$ cat src/rtl/loader_pkg.sv
// Shared types and constants for the boot loader controller and its word assembler.
package loader_pkg;

   typedef enum logic [2:0] {IDLE, HDR, DATA, CHK, RUN, ERR} loader_state_t;

   localparam int unsigned HDR_BYTES      = 4;
   localparam int unsigned BYTES_PER_WORD = 4;

   // States in which the byte stream is being consumed.
   function automatic logic is_loading(input loader_state_t s);
      return (s == HDR) || (s == DATA) || (s == CHK);
   endfunction

endpackage

$ cat src/rtl/word_assembler.sv
// Little-endian byte-to-word assembler; word_valid pulses combinationally with the 4th byte
// and word presents the completed word in that same cycle.
module word_assembler
   import loader_pkg::*;
(
   input  logic        clk,
   input  logic        rst,
   input  logic        clear,
   input  logic        byte_valid,
   input  logic [7:0]  byte_data,
   output logic [31:0] word,
   output logic        word_valid
);

   logic [1:0]  cnt_q;
   logic [23:0] shift_q;

   assign word       = {byte_data, shift_q};
   assign word_valid = byte_valid && (cnt_q == 2'(BYTES_PER_WORD - 1));

   always_ff @(posedge clk or posedge rst) begin
      if (rst) begin
         cnt_q   <= '0;
         shift_q <= '0;
      end else if (clear) begin
         cnt_q   <= '0;
      end else if (byte_valid) begin
         cnt_q   <= cnt_q + 2'd1;
         shift_q <= {byte_data, shift_q[23:8]};
      end
   end

endmodule

$ cat src/rtl/boot_loader_ctrl.sv
// Boot loader: receives a word-count header plus data words, writes them into imem and then
// releases processor reset. Optional trailing XOR checksum enabled by LOADER_CHECKSUM_EN.
module boot_loader_ctrl
   import loader_pkg::*;
#(
   parameter int unsigned IMEM_DEPTH = 64,
   parameter int unsigned ADDR_W     = $clog2(IMEM_DEPTH)
) (
   input  logic              clk,
   input  logic              rst,
   input  logic              rx_valid,
   input  logic [7:0]        rx_data,
   output logic              rx_ready,
   input  logic              reload,
   output logic              imem_we,
   output logic [ADDR_W-1:0] imem_waddr,
   output logic [31:0]       imem_wdata,
   output logic              cpu_rst,
   output logic              busy,
   output logic              done,
   output logic              err
);

   // One extra bit so a full-memory load (N == IMEM_DEPTH) terminates without wrapping.
   localparam int unsigned CNT_W = ADDR_W + 1;

`ifdef LOADER_CHECKSUM_EN
   localparam loader_state_t POST_LOAD = CHK;
`else
   localparam loader_state_t POST_LOAD = RUN;
`endif

   loader_state_t     state_q, state_d;
   logic [CNT_W-1:0]  n_q, n_d;
   logic [CNT_W-1:0]  cnt_q, cnt_d;
   logic              we_d;
   logic [ADDR_W-1:0] waddr_d;
   logic [31:0]       wdata_d;
   logic              cpu_rst_d, done_d, err_d;

   logic              accept, asm_valid, restart;
   logic [31:0]       word;
   logic              word_valid;

   assign rx_ready  = (state_q == IDLE) || is_loading(state_q);
   assign busy      = is_loading(state_q);
   assign accept    = rx_valid && rx_ready;
   assign asm_valid = accept && (state_q != CHK);
   assign restart   = reload && ((state_q == RUN) || (state_q == ERR));

   word_assembler u_word_assembler (
      .clk        (clk),
      .rst        (rst),
      .clear      (restart),
      .byte_valid (asm_valid),
      .byte_data  (rx_data),
      .word       (word),
      .word_valid (word_valid)
   );

`ifdef LOADER_CHECKSUM_EN
   logic [7:0] csum_q, csum_d;

   always_comb begin
      csum_d = csum_q;
      if (restart) begin
         csum_d = '0;
      end else if (asm_valid) begin
         csum_d = csum_q ^ rx_data;
      end
   end

   always_ff @(posedge clk or posedge rst) begin
      if (rst) begin
         csum_q <= '0;
      end else begin
         csum_q <= csum_d;
      end
   end
`endif

   always_comb begin
      state_d = state_q;
      n_d     = n_q;
      cnt_d   = cnt_q;
      we_d    = 1'b0;
      waddr_d = imem_waddr;
      wdata_d = imem_wdata;
      case (state_q)
         IDLE: begin
            if (accept) state_d = HDR;
         end
         HDR: begin
            if (word_valid) begin
               if (word == 32'd0) begin
                  state_d = POST_LOAD;
               end else if (word > IMEM_DEPTH) begin
                  state_d = ERR;
               end else begin
                  n_d     = word[CNT_W-1:0];
                  state_d = DATA;
               end
            end
         end
         DATA: begin
            if (word_valid) begin
               we_d    = 1'b1;
               waddr_d = cnt_q[ADDR_W-1:0];
               wdata_d = word;
               cnt_d   = cnt_q + CNT_W'(1);
               if (cnt_d == n_q) state_d = POST_LOAD;
            end
         end
`ifdef LOADER_CHECKSUM_EN
         CHK: begin
            if (accept) state_d = (rx_data == csum_q) ? RUN : ERR;
         end
`endif
         RUN, ERR: begin
            if (reload) begin
               state_d = IDLE;
               n_d     = '0;
               cnt_d   = '0;
            end
         end
         default: state_d = IDLE;
      endcase

      // Status follows the state one cycle late, but drops immediately on reload.
      done_d    = (state_q == RUN) && (state_d == RUN);
      err_d     = (state_q == ERR) && (state_d == ERR);
      cpu_rst_d = !done_d;
   end

   always_ff @(posedge clk or posedge rst) begin
      if (rst) begin
         state_q    <= IDLE;
         n_q        <= '0;
         cnt_q      <= '0;
         imem_we    <= 1'b0;
         imem_waddr <= '0;
         imem_wdata <= '0;
         cpu_rst    <= 1'b1;
         done       <= 1'b0;
         err        <= 1'b0;
      end else begin
         state_q    <= state_d;
         n_q        <= n_d;
         cnt_q      <= cnt_d;
         imem_we    <= we_d;
         imem_waddr <= waddr_d;
         imem_wdata <= wdata_d;
         cpu_rst    <= cpu_rst_d;
         done       <= done_d;
         err        <= err_d;
      end
   end

endmodule

$ cat config.mk
export PLATFORM = sky130hd
export DESIGN_NAME = boot_loader_ctrl
export DESIGN_NICKNAME = d
export VERILOG_FILES = /design/src/rtl/loader_pkg.sv /design/src/rtl/word_assembler.sv /design/src/rtl/boot_loader_ctrl.sv
export SDC_FILE = /design/constraint.sdc
export NUM_CORES = 1
export LEC_CHECK = 0
export ABC_CLOCK_PERIOD_IN_PS = 2300
export CORE_ASPECT_RATIO = 0.7
export CORE_MARGIN = 1
export CORE_UTILIZATION = 54
export CTS_CLUSTER_DIAMETER = 80
export DETAILED_ROUTE_END_ITERATION = 7
export HOLD_SLACK_MARGIN = 0.15
export PLACE_DENSITY = 0.82
export SLEW_MARGIN = 10
export SYNTH_ARGS = -nofsm -noshare
export SYNTH_HDL_FRONTEND = slang
export SYNTH_HIERARCHICAL = 1
export SYNTH_SLANG_ARGS = --single-unit
$ cat constraint.sdc
create_clock -name clk -period 2.3 [get_ports clk]
set_clock_uncertainty 0.05 [all_clocks]
set_input_delay 0.46 -clock clk [delete_from_list [all_inputs] [get_ports clk]]
set_output_delay 0.46 -clock clk [all_outputs]
set_load 0.05 [all_outputs]
==> out/qor.txt, run 1 <==
Outcome - finished, final reports clean
Crit start category - primary input
Cell depth of the worst flop-to-flop path - 8
Crit-path max FO - 7
# Post-CTS Setup Buffers - 0
DRC errors left - 0
CTS tree - built
Grt total ovfl - 0
I/O pin total - 56
XOR/XNOR Fraction of Synth Area - 0.0361
Overall power - 4.38 mW
Complex-gate fraction of the synthesized area - 0.0482
Asr flop ratio synth - 1.00
Fin nets - 427
Leakage - 2.35 nW
Std-Cell Rows - 24
Largest family of logic cells by synthesized area - simple AND/OR/NAND/NOR gates
WL/cell - 15.3 µm
DRT Wirelength - 7.79 mm
End of the worst register-to-register path - n_q[3]
Dpl hpwl - 5.39 mm
RSZ-0062 raised after global routing - no
Worst Hold Path EP - imem_wdata[6]
Reg power frac - 0.469
Core Region - 0.00646 mm²
Internal cell power - 3.11 mW
Sequential-to-total area share from yosys stat - 0.569
Hold depth - 2
Die Y-Extent - 71.6 µm
Worst vdd rail ir drop - 0.000491 V
Worst relative slew slack - 0.652
Diodes inserted - 0
CP endpoint kind - register
Mux cell area share after synthesis - 0.0950
Most frequent cells in the layout - 124 x nand2_1, 84 x dfrtp_1, 54 x clkdlybuf4s50_1
FMAX - 455 MHz
Critical Path Slowest Stage Cell - clkdlybuf4s50_1
R2R setup slack - 0.15 ns
CTS Sinks - 85
Clock root buffer - clkbuf_8
Logic pwr share - 0.232
Ys flop type - dfrtp_1
Syn Area/Cell - 10.8 µm²
GPL Wtd Cong - 0.841
Hold Vio Cnt, Final - 0
Vias in the first global route - 2669
Clock buffer depth - 2
Sw Share - 0.289
PortBufs - 55
Seq cells post-synth - 85
Drt first pass iters - 5
Synth Warn # - 6
Post-layout util - 0.730
Mapped Nets - 359
Post-Synth Adder-Cell Area - 0.00669
WS Path Type - in -> reg
Share of cells above drive strength 1 - 0.175
CTS clk-pin slew, worst paths - 0.07 ns
Die area - 0.00727 mm²
Max stage delay on crit path - 0.47 ns
Die width - 101 µm
Worst Hold Class - reg -> reg
Netlist Area Pre-Place - 0.00374 mm²
First-pass GRT wire length - 13.2 mm
Area grow syn2layout - 26.1%
Post-synth EDFFs - 0
CTS H-tree depth - 3
Unique masters post-synth - 43
Max Slew Vio Count - 0
Most common cell after layout, fill and taps aside - nand2_1
Mapped Cells - 345
Reg-to-reg startpoint - state_q[1]
Initial antenna violation count - 0
DRT iter0 DRCs - 150
Psw - 1.27 mW
Vias per inst - 5.28
Clock power frac - 0.299
Hold Startpoint - imem_wdata[6]
Power density over the cells - 929 mW/mm²
Worst Path Buf+Inv - 1
Initial Util - 0.579
CP required - 2.49 ns
Pre-CTS WS - -0.290 ns
Fraction of the mapped netlist area in simple logic gates - 0.197
Inserted Clock Buffers - 9
Largest net degree at the start of global routing - 39
DR vias - 2685
Worst Tran Pin Value - 0.520 ns
Critical path's top delay family - simple AND/OR/NAND/NOR gates
GRT Total Usage - 0.244
Post-DRT Antenna Nets - 0
Post-CTS Hold Buffers - 0
Worst-skew pair later-pin latency - 0.36 ns
Final setup violation count - 0
Tcrit/Tclk final - 0.955
Max_cap viols - 0
Period minus WS final - 2.20 ns
Worst Setup Slack, final - 0.105 ns
Critical Path AT - 2.39 ns
Cell chain of the critical path - clkdlybuf4s50_1, and3_1, and2_2, nor4b_1, nand3_1, nor3_4, a31oi_4, a22o_1
Post-Route Setup TNS - 0 ns
## worst max-delay path by stage
stage / startpoint / to / slack [ns] / depth (start not counted)
2_1_floorplan: state_q[2] / n_q[0] / 0.004 / 8
3_3_place_gp: rx_valid / n_q[5] / -0.21 / 8
3_5_place_dp: rx_valid / n_q[2] / -0.29 / 8
4_1_cts: rx_valid / n_q[3] / 0.08 / 8
5_1_grt: rx_valid / n_q[6] / 0.009 / 8
6_report: rx_valid / n_q[3] / 0.10 / 8
## final cells by class
cell class              instances  area [µm²]
inverters                       6        26.3
clock inverters                 5         106
fillers                       461        1740
repair buffers                 78         746
well taps                      91         114
clock buffers                  11         151
flip-flops and latches         85        2130
multi-input cells             233        1440
## power groups by stage
stage / Clock [mW] / Combinational [mW] / Sequential [mW]
global placement: 0 / 0.971 / 2.06
global route: 1.39 / 1.09 / 2.09
CTS: 1.33 / 1.01 / 2.04
finish: 1.31 / 1.02 / 2.06
detailed placement: 0 / 1.01 / 2.07
floorplan: 0 / 0.805 / 1.99
## cell usage after synthesis (all sizes together), types with 2 or more instances
library cell | number | area (µm²)
a21oi | 3 | 15.0
a22o | 7 | 61.3
and2 | 3 | 20.0
and3 | 4 | 25.0
buf | 12 | 123
clkbuf | 9 | 33.8
dfrtp | 84 | 2100
ha | 2 | 25.0
inv | 6 | 22.5
mux2 | 24 | 345
nand2 | 124 | 465
nand2b | 3 | 18.8
nand3 | 7 | 35.0
nor2 | 10 | 37.5
nor2b | 2 | 20.0
nor3 | 4 | 31.3
nor4 | 6 | 37.5
o21ai | 8 | 40.0
or4 | 2 | 15.0
xnor2 | 7 | 61.3
xor2 | 3 | 26.3
xor3 | 2 | 47.6
## sequential cells by signal, summed over array words and instances (netlist names)
register / count
u_word_assembler/shift_q: 24
n_q: 7
imem_waddr: 6
imem_we: 1
cnt_q: 7
done: 1
err: 1
state_q: 3
cpu_rst: 1
imem_wdata: 32
u_word_assembler/cnt_q: 2
## through the flow
| step | hold WS (ns) | std cells | area (µm²) |
|---|---|---|---|
| 2_1_floorplan | 0.420 | 345 | 3740 |
| 3_3_place_gp | 0.407 | 493 | 4450 |
| 3_5_place_dp | 0.411 | 493 | 4450 |
| 4_1_cts | 0.430 | 509 | 4700 |
| 5_1_grt | 0.440 | 509 | 4710 |
| 6_report | 0.426 | 509 | 4710 |
## what timing repair did
action                                  4_1_cts  5_1_grt
gates resized for setup                       0        2
endpoints found under the setup margin        0        7
hold endpoints to repair                      0        0
## tightest hold or removal path, cell delays in order (launching register included)
cell and delay, ns:
dfrtp_1 0.35, nand2_1 0.05, nand2_1 0.05
## layer usage
| layer | routed length (µm) | share of wire | GRT usage |
|---|---|---|---|
| met4 | 97 | 0.012 | 0.0805 |
| met3 | 505 | 0.065 | 0.0615 |
| met5 | 0 | 0 | 0 |
| met1 | 3490 | 0.45 | 0.338 |
| met2 | 3700 | 0.47 | 0.382 |
## logic make-up after synthesis
kind of cell	Yosys count
fa+ha+maj	2
compound gates	25
buf+inv	27
simple gates	169
flops	85
xor+xnor	12
mux	25
(Power assumes the default switching activity.)
==> run 2: changes to the inputs <==
--- a/config.mk
+++ b/config.mk
@@ -6,13 +6,17 @@
 export NUM_CORES = 1
 export LEC_CHECK = 0
 export ABC_CLOCK_PERIOD_IN_PS = 2300
+export CELL_PAD_IN_SITES_DETAIL_PLACEMENT = 1
+export CELL_PAD_IN_SITES_GLOBAL_PLACEMENT = 2
 export CORE_ASPECT_RATIO = 0.7
 export CORE_MARGIN = 1
-export CORE_UTILIZATION = 54
+export CORE_UTILIZATION = 35
 export CTS_CLUSTER_DIAMETER = 80
 export DETAILED_ROUTE_END_ITERATION = 7
 export HOLD_SLACK_MARGIN = 0.15
-export PLACE_DENSITY = 0.82
+export MAX_ROUTING_LAYER = met4
+export PLACE_DENSITY = 0.81
+export SKIP_CTS_REPAIR_TIMING = 1
 export SLEW_MARGIN = 10
 export SYNTH_ARGS = -nofsm -noshare
 export SYNTH_HDL_FRONTEND = slang
==> run 2 against run 1 <==
The flow now finishes with violations (DRC). Critical path depth fell by 7. Global-route usage fell by 5.6 points. Clock power rose by 18%. Critical endpoint is now cpu_rst. Highest routed layer unchanged.
==> out/qor.txt, run 2 (synthesized netlist as in run 1, its figures left out) <==
Share of cells above drive strength 1 - 0.184 (was 0.175)
CP required - 1.79 ns (was 2.49 ns)
Vias in the first global route - 2812 (was 2669)
Worst vdd rail ir drop - 0.000448 V (was 0.000491 V)
Outcome - finished with violations (was finished, final reports clean)
PortBufs - 55 (unchanged)
Vias per inst - 4.80 (was 5.28)
CTS Sinks - 85 (unchanged)
WL/cell - 16.3 µm (was 15.3 µm)
Most frequent cells in the layout - 124 x nand2_1, 84 x dfrtp_1, 54 x clkdlybuf4s50_1 (unchanged)
Cell chain of the critical path - clkdlybuf4s50_1 (was clkdlybuf4s50_1, and3_1, and2_2, nor4b_1, nand3_1, nor3_4, a31oi_4, a22o_1)
Die area - 0.0111 mm² (was 0.00727 mm²)
Worst Path Buf+Inv - 1 (unchanged)
Met1 Use GR - 0.253 (was 0.338)
Max Slew Vio Count - 0 (unchanged)
CP endpoint kind - output port (was register)
Post-DRT Antenna Nets - 0 (unchanged)
GRT Total Usage - 0.188 (was 0.244)
CTS H-tree depth - 3 (unchanged)
Hold Vio Cnt, Final - 0 (unchanged)
Post-Route Setup TNS - 0 ns (unchanged)
Area grow syn2layout - 30.2% (was 26.1%)
Regs by FF count - imem_wdata: 32 flops, u_word_assembler/shift_q: 24 flops (unchanged)
Met2 usage - 0.277 (was 0.382)
Dpl cells - 539 (was 493)
Dpl hpwl - 6.51 mm (was 5.39 mm)
DRT iter0 DRCs - 116 (was 150)
Std-Cell Rows - 31 (was 24)
Failing checks - DRC
Critical path's top delay family - buffers and inverters (was simple AND/OR/NAND/NOR gates)
Drt first pass iters - 6 (was 5)
Tcrit/Tclk final - 0.946 (was 0.955)
GPL Wtd Cong - 0.781 (was 0.841)
Die width - 126 µm (was 101 µm)
Die Y-Extent - 88.5 µm (was 71.6 µm)
Worst-skew pair later-pin latency - 0.34 ns (was 0.36 ns)
Initial Util - 0.361 (was 0.579)
Period minus WS final - 2.18 ns (was 2.20 ns)
Worst Hold Class - reg -> reg (unchanged)
Number of flip-flops under the largest register name - 32 (unchanged)
FMAX - 459 MHz (was 455 MHz)
Placed cell area - 0.00452 mm² (was 0.00445 mm²)
Non-Filler Instances - 555 (was 509)
First-pass GRT wire length - 15.1 mm (was 13.2 mm)
Worst Tran Pin Value - 0.511 ns (was 0.520 ns)
Max_cap viols - 0 (unchanged)
Diodes inserted - 0 (unchanged)
Final instance area - 0.00487 mm² (was 0.00471 mm²)
Clock buffer depth - 2 (unchanged)
Overall power - 4.67 mW (was 4.38 mW)
Largest Register - imem_wdata (unchanged)
CTS tree - built (unchanged)
Grt total ovfl - 0 (unchanged)
DRC errors left - 4 (was 0)
Largest net degree at the start of global routing - 39 (unchanged)
Crit-path max FO - 1 (was 7)
Fin nets - 432 (was 427)
CTS clk-pin slew, worst paths - 0.07 ns (about the same)
Core Region - 0.0104 mm² (was 0.00646 mm²)
Crit start category - register (was primary input)
DR vias - 2665 (was 2685)
Power density over the cells - 959 mW/mm² (was 929 mW/mm²)
Worst relative slew slack - 0.658 (was 0.652)
Clock root buffer - clkbuf_16 (was clkbuf_8)
Inserted Clock Buffers - 9 (unchanged)
Critical Path Slowest Stage Cell - clkdlybuf4s50_1 (unchanged)
Leakage - 2.40 nW (was 2.35 nW)
Max stage delay on crit path - 0.80 ns (was 0.47 ns)
DRT Wirelength - 9.07 mm (was 7.79 mm)
Critical Path AT - 1.67 ns (was 2.39 ns)
Initial antenna violation count - 0 (unchanged)
I/O pin total - 56 (unchanged)
WS Path Type - reg -> out (was in -> reg)
Final setup violation count - 0 (unchanged)
Met3 Use GR - 0.0508 (was 0.0615)
Most common cell after layout, fill and taps aside - nand2_1 (unchanged)
Most Used Layer, Global Route - met2 (unchanged)
==> run 2: cell types whose count changed in the layout (fill, tap and decap cells not counted), moves of 2 or more <==
cell       before  now
clkbuf_16       0    9
buf_4          22   28
clkbuf_8       11    0
clkinv_2        0    2
==> run 2: final cells by class <==
type	count	area, µm²
fillers	1128	5490
flip-flops and latches	85	2130
multi-input cells	233	1460
clock buffers	10	229
repair buffers	83	771
clock inverters	6	87.6
well taps	132	165
inverters	6	26.3
==> run 2: worst register-to-register path, stage by stage, from the launching register on <==
cell	delay, ns
dfrtp_1	0.43
or4_1	0.55
o31a_1	0.30
nor3_4	0.30
a31oi_4	0.17
a22o_1	0.27
==> run 2: through the flow <==
step	worst slack (ns)	hold slack, ns	util
floorplan	0.00430	0.420	-
global placement	-0.232	0.407	0.437
detailed placement	-0.350	0.412	0.437
CTS	-0.0414	0.429	0.467
global route	-0.00236	0.450	0.470
finish	0.123	0.423	0.470
==> run 2: worst paths after layout <==
kind	from	to	slack, ns	cells after the start
setup / recovery	cpu_rst	cpu_rst	0.12	1
hold reg to reg	imem_waddr[3]	imem_waddr[3]	0.42	2
min in group asynchronous	rst	imem_wdata[28]	0.47	3
setup reg to reg	u_word_assembler/shift_q[5]	n_q[0]	0.13	5
hold / removal	imem_waddr[3]	imem_waddr[3]	0.42	2
max in group asynchronous	rst	imem_we	1.27	3
==> run 2: where the power goes <==
part / internal, mW / switching (mW) / total (mW)
Clock: 0.952 / 0.599 / 1.55
Sequential: 1.75 / 0.328 / 2.07
Combinational: 0.597 / 0.446 / 1.04
==> run 2: routing by layer <==
layer / share of wire / vias to the layer above / wire length, µm
met4: 0.012 / 0 / 111
met3: 0.043 / 10 / 386
met5: 0 / - / 0
met2: 0.44 / 49 / 3990
li1: - / 1281 / -
met1: 0.50 / 1325 / 4580
==> run 3: changes to the inputs <==
--- a/config.mk
+++ b/config.mk
@@ -12,6 +12,7 @@
 export CORE_MARGIN = 1
 export CORE_UTILIZATION = 35
 export CTS_CLUSTER_DIAMETER = 80
+export CTS_CLUSTER_SIZE = 16
 export DETAILED_ROUTE_END_ITERATION = 7
 export HOLD_SLACK_MARGIN = 0.15
 export MAX_ROUTING_LAYER = met4
==> results of run 3 <==
The final DEF is identical to that of run 2; final timing and power are the same.
